<file path="src/rtl/engine_multi_shooter.sv">
// Invaders game engine: game-state FSM, row-weighted kill score and N independent
// enemy-fire channels that shoot from the bottom-most live enemy of an LFSR-chosen column.
module engine_multi_shooter #(
    parameter int ROWS        = 5,
    parameter int COLS        = 13,
    parameter int N_SHOOTERS  = 2,
    parameter int FIRE_PERIOD = 1000000,
    parameter int SCORE_W     = 10
) (
    input  logic                                clk,
    input  logic                                reset,
    input  logic                                btn_D,
    input  logic [ROWS*COLS-1:0]                enemy_vivos,
    input  logic                                jogador_vivo,
    input  logic                                vitoria_enemy,
    input  logic [N_SHOOTERS-1:0]               shot_busy,
    output logic                                restart,
    output logic [1:0]                          estado_jogo,
    output logic [SCORE_W-1:0]                  score,
    output logic [N_SHOOTERS-1:0]               fire_valid,
    output logic [N_SHOOTERS*$clog2(COLS)-1:0]  fire_col,
    output logic [N_SHOOTERS*$clog2(ROWS)-1:0]  fire_row
);
    localparam int CW  = $clog2(COLS);
    localparam int RW  = $clog2(ROWS);
    localparam int CHW = (N_SHOOTERS > 1) ? $clog2(N_SHOOTERS) : 1;
    localparam int TW  = $clog2(FIRE_PERIOD);

    typedef enum logic [1:0] {PLAYING = 2'd1, WON = 2'd2, LOST = 2'd3} game_t;
    typedef enum logic {S_IDLE = 1'b0, S_SCAN = 1'b1} sel_t;

    game_t                     game_state, game_next;
    sel_t                      sel_state, sel_next;
    logic [SCORE_W-1:0]        kill_sum;
    logic [15:0]               lfsr;
    logic [TW-1:0]             timer;
    logic                      playing, tick;
    logic [CW-1:0]             sel_col, col_next, start_col;
    logic [CW-1:0]             sel_cnt, cnt_next;
    logic [CHW-1:0]            sel_ch, ch_next, free_ch;
    logic                      free_found, col_live;
    logic [RW-1:0]             row_hit;
    logic [N_SHOOTERS-1:0]     fv_next;
    logic [N_SHOOTERS*CW-1:0]  fc_next;
    logic [N_SHOOTERS*RW-1:0]  fr_next;

    function automatic logic [15:0] lfsr_step(input logic [15:0] s);
        return {1'b0, s[15:1]} ^ (s[0] ? 16'hB400 : 16'h0000);
    endfunction

    assign restart     = reset | ~btn_D;
    assign estado_jogo = game_state;
    assign playing     = (game_state == PLAYING);
    assign tick        = playing && (timer == TW'(FIRE_PERIOD - 1));
    // Scales the 16-bit LFSR into 0..COLS-1 without a modulo.
    assign start_col   = CW'((32'(lfsr) * 32'(COLS)) >> 16);

    always_comb begin
        game_next = game_state;
        if (game_state == PLAYING) begin
            if (vitoria_enemy || !jogador_vivo)
                game_next = LOST;
            else if (enemy_vivos == '0)
                game_next = WON;
        end
    end

    always_comb begin
        kill_sum = '0;
        for (int r = 0; r < ROWS; r++)
            for (int c = 0; c < COLS; c++)
                if (!enemy_vivos[r*COLS + c])
                    kill_sum = kill_sum + SCORE_W'(ROWS - r);
    end

    always_comb begin
        free_found = 1'b0;
        free_ch    = '0;
        for (int k = N_SHOOTERS - 1; k >= 0; k--)
            if (!shot_busy[k]) begin
                free_found = 1'b1;
                free_ch    = CHW'(k);
            end
    end

    // Ascending row scan leaves the bottom-most live enemy in row_hit.
    always_comb begin
        col_live = 1'b0;
        row_hit  = '0;
        for (int r = 0; r < ROWS; r++)
            if (enemy_vivos[r*COLS + int'(sel_col)]) begin
                col_live = 1'b1;
                row_hit  = RW'(r);
            end
    end

    always_comb begin
        sel_next = sel_state;
        col_next = sel_col;
        cnt_next = sel_cnt;
        ch_next  = sel_ch;
        fv_next  = '0;
        fc_next  = fire_col;
        fr_next  = fire_row;
        case (sel_state)
            S_IDLE: begin
                if (tick && free_found) begin
                    sel_next = S_SCAN;
                    col_next = start_col;
                    cnt_next = '0;
                    ch_next  = free_ch;
                end
            end
            S_SCAN: begin
                if (game_next != PLAYING) begin
                    sel_next = S_IDLE;
                end else if (col_live) begin
                    fv_next[sel_ch]                   = 1'b1;
                    fc_next[int'(sel_ch)*CW +: CW]    = sel_col;
                    fr_next[int'(sel_ch)*RW +: RW]    = row_hit;
                    sel_next                          = S_IDLE;
                end else if (sel_cnt == CW'(COLS - 1)) begin
                    sel_next = S_IDLE;
                end else begin
                    col_next = (sel_col == CW'(COLS - 1)) ? '0 : sel_col + CW'(1);
                    cnt_next = sel_cnt + CW'(1);
                end
            end
            default: sel_next = S_IDLE;
        endcase
    end

    always_ff @(posedge clk) begin
        if (restart) begin
            game_state <= PLAYING;
            score      <= '0;
            lfsr       <= 16'hACE1;
            timer      <= '0;
            sel_state  <= S_IDLE;
            sel_col    <= '0;
            sel_cnt    <= '0;
            sel_ch     <= '0;
            fire_valid <= '0;
            fire_col   <= '0;
            fire_row   <= '0;
        end else begin
            game_state <= game_next;
            if (playing) begin
                score <= kill_sum;
                timer <= (timer == TW'(FIRE_PERIOD - 1)) ? '0 : timer + TW'(1);
            end
            lfsr       <= lfsr_step(lfsr);
            sel_state  <= sel_next;
            sel_col    <= col_next;
            sel_cnt    <= cnt_next;
            sel_ch     <= ch_next;
            fire_valid <= fv_next;
            fire_col   <= fc_next;
            fire_row   <= fr_next;
        end
    end
endmodule
</file>
<file path="config.mk">
export PLATFORM = sky130hd
export DESIGN_NAME = engine_multi_shooter
export DESIGN_NICKNAME = d
export VERILOG_FILES = /design/src/rtl/engine_multi_shooter.sv
export SDC_FILE = /design/constraint.sdc
export NUM_CORES = 1
export LEC_CHECK = 0
export ABC_CLOCK_PERIOD_IN_PS = 72400
export BUFFER_PORTS_ARGS = -buffer_cell sky130_fd_sc_hd__buf_2
export CAP_MARGIN = 20
export CORE_UTILIZATION = 61
export CTS_CLUSTER_SIZE = 8
export DETAILED_ROUTE_END_ITERATION = 10
export HOLD_SLACK_MARGIN = 0.02
export PLACE_DENSITY = 0.79
export SETUP_SLACK_MARGIN = 0.4
export SLEW_MARGIN = 0
export SYNTH_ARGS = -nofsm -noshare
export SYNTH_HDL_FRONTEND = slang
export SYNTH_SLANG_ARGS = --single-unit
</file>
<file path="constraint.sdc">
create_clock -name clk -period 72.4 [get_ports clk]
set_input_delay 0 -clock clk [delete_from_list [all_inputs] [get_ports clk]]
set_output_delay 0 -clock clk [all_outputs]
set_load 0.05 [all_outputs]
</file>
==> metrics.cfg <==
[sta]
fin_ws_ns=42.10
max_clock_freq_mhz=33.0
slew_headroom=0.318
finalSetupViolations=0
finalCritPeriodShare=0.418
worstMarginPinSlew_ns=1.02
rsz0062_at_grt=false
clock_skew_ns=0.00828
finalHoldViolations=0
final_max_slew_viol_count=0
period_needed_ns=30.30
setup-tns-final_ns=0

[synthesis]
synth.net_count=2818
synth_cell_types=127
synth-simple-area-share=0.247
synth_top_family_by_area=XOR/XNOR gates
ys_warn_count=0
ys_ff_latch=74
synth.most_common_cell=nor2_1
synth_sequential_area_ratio=0.0728
synthXorXnorAreaFrac=0.271
syn_avg_cell_area_sq_um=7.77
synth-compound-area-share=0.174
synth_edf_count=0
synth_area_sq_um=20400
synthTopCellsByArea=xnor2_1, dfxtp_1, ha_1, mux4_2, nor2_1
synthCells=2620
synthMuxAreaShare=0.0975
synth_fa_ha_area_frac=0.0858
yosys.area.top_type=xnor2_1
netlist_top_cells_count=nor2_1, xnor2_1, nand2_1, inv_1, a21oi_1
ys.flop_type=dfxtp_1
synth-async-reset-ratio=0
yosysTopAreaCellShare=0.109

[floorplan]
die-area_sq_um=34100
ios=101
fp.dieH_um=185
coreArea_sq_um=32700
initial_core_util=0.622
rows=66
die_x_um=185

[hold_path]
hp-start=reset
whs_path_depth=4
hold_path.class=in2reg
holdPathEnd=estado_jogo[0]$_SDFF_PP1_

[detailed_routing]
avgRoutedWirePerCell_um=16.9
drc=0
dr.pass1.iters=5
initialDrtViolationCount=1488
detail-route-antenna-nets=0
via_per_inst=6.19
routed_wl_mm=51.9
vias=19063

[setup_path]
critPathKind=in2reg
cp.required_ns=72.62
cp_slowest_cell=xnor2_1
rr_startpoint=sel_col[1]$_SDFFE_PP0P_
path_common_cell=ha_1
timing.rr.end=sel_cnt[3]$_SDFFE_PP0P_
rrSetupSlack_ns=67.09
start_kind=primary input
worst_path_largest_cell_delay_ns=0.64
crit_fanout=19
arrival_ns=30.52
r2r_cells=12
cp-end-kind=register

[layout]
drive_gt1_frac=0.126
multi_input_area_sq_um=17800
synthToLayoutAreaGrowth_pct=4.79
nNetsFinal=2819
final_core_util=0.652
seq_area_sq_um=1480
final_area_sq_um=21300
nFillCells=2843

[global_route]
track_usage=0.303
grt_remaining_overflow=0
grt_pass1_wl_mm=85.7
grt_max_degree=49
first_global_vias=18118
antenna_found_initial=12

[clock_network]
h-tree-depth=3
clk_pin_slew_worst_paths_ns=0.06
post_cts_buffers=0
clkSinkCount=74
clk_latency_ns=0.34
numCtsBuffers=9
cts_buffer_depth=2
ctsResizeCount=0
cts_tree=built
clockRootBuffer=clkbuf_16

[flow_run]
drv_cap=0

[place]
post-dp-hpwl_mm=41.5
port_buffers=100
place_area_sq_um=21000
dpl_worst_slack_ns=42.22
finalWeightedCongestion=0.976

[run_status]
outcome=finished, final reports clean

flip-flops by register name, summed over array words and instances (netlist names):
register     count
timer           20
sel_state        1
fire_row         6
lfsr            16
score           10
sel_ch           1
fire_valid       2
estado_jogo      2
sel_cnt          4
sel_col          4
fire_col         8
cells in the final DEF, fill, tap and decap left out, types with 29 or more instances in the layout:
cell / netlist / final
and2_1: 29 / 29
mux4_2: 51 / 51
nand2_1: 229 / 229
inv_1: 152 / 152
xnor2_1: 253 / 253
nor3_1: 72 / 72
a31oi_1: 41 / 41
nor2b_1: 66 / 66
xnor3_1: 35 / 35
o21ai_0: 80 / 80
dfxtp_1: 74 / 73
ha_1: 114 / 114
mux2i_1: 52 / 52
buf_2: 8 / 100
nand2b_1: 61 / 61
a21oi_1: 146 / 146
nor2_1: 285 / 285
xor2_1: 119 / 119
nand3_1: 78 / 78
worst max path at each step:
| stage | slack [ns] | depth (start not counted) | endpoint | start |
|---|---|---|---|---|
| after floorplan | 45.36 | 145 | score[9]$_SDFFE_PP0N_ | enemy_vivos[0] |
| after global placement | 43.74 | 143 | score[9]$_SDFFE_PP0N_ | enemy_vivos[0] |
| after detailed placement | 42.22 | 143 | score[9]$_SDFFE_PP0N_ | enemy_vivos[0] |
| after CTS | 42.45 | 143 | score[9]$_SDFFE_PP0N_ | enemy_vivos[0] |
| after global routing | 39.58 | 144 | score[9]$_SDFFE_PP0N_ | enemy_vivos[0] |
| final | 42.10 | 143 | score[9]$_SDFFE_PP0N_ | enemy_vivos[0] |
critical path, delay by kind of cell:
kind / cells / cell delay [ns]
muxes: 8 / 2.04
buffers and inverters: 8 / 0.70
adders and majority gates: 33 / 10.35
AOI/OAI and AO/OA: 41 / 7.53
xor gates and xnor gates: 15 / 4.07
and+or+nand+nor: 38 / 5.76
area by class of cell:
| cell class | count | share of cell area |
|---|---|---|
| Clock inverter | 7 | 0.00364 |
| Tap cell | 442 | 0.0259 |
| Clock buffer | 9 | 0.0106 |
| Sequential cell | 74 | 0.0695 |
| Timing Repair Buffer | 108 | 0.0265 |
| Inverter | 157 | 0.0276 |
| Multi-Input combinational cell | 2271 | 0.835 |
| Antenna cell | 10 | 0.00117 |
kinds of logic after synthesis:
kind of cell    Yosys count
simple gates           1016
compound gates          517
xor+xnor                475
buf+inv                 275
fa+ha+maj               134
mux                     129
flops                    74
timing repair:
item | 4_1_cts | 5_1_grt
endpoints found under the hold margin | 1 | 0
hold buffers | 2 | 0
endpoints found under the setup margin | 0 | 0
metrics by stage:
| step | hold slack [ns] | cells |
|---|---|---|
| after CTS | 0.0826 | 3068 |
| after floorplan | 0.164 | 2620 |
| after global placement | 0.294 | 3050 |
| after detailed placement | 0.305 | 3050 |
| after global routing | 0.101 | 3074 |
| final | 0.0902 | 3078 |
per-layer routing:
metal / track usage / share of wire
met4: 0.106 / 0.026
met1: 0.389 / 0.44
met3: 0.0302 / 0.062
met5: 0 / 0.00079
met2: 0.527 / 0.47
Power is left out: the tool's default activity adds up to more than one toggle a clock period on the data nets, which glitch-free logic cannot reach.
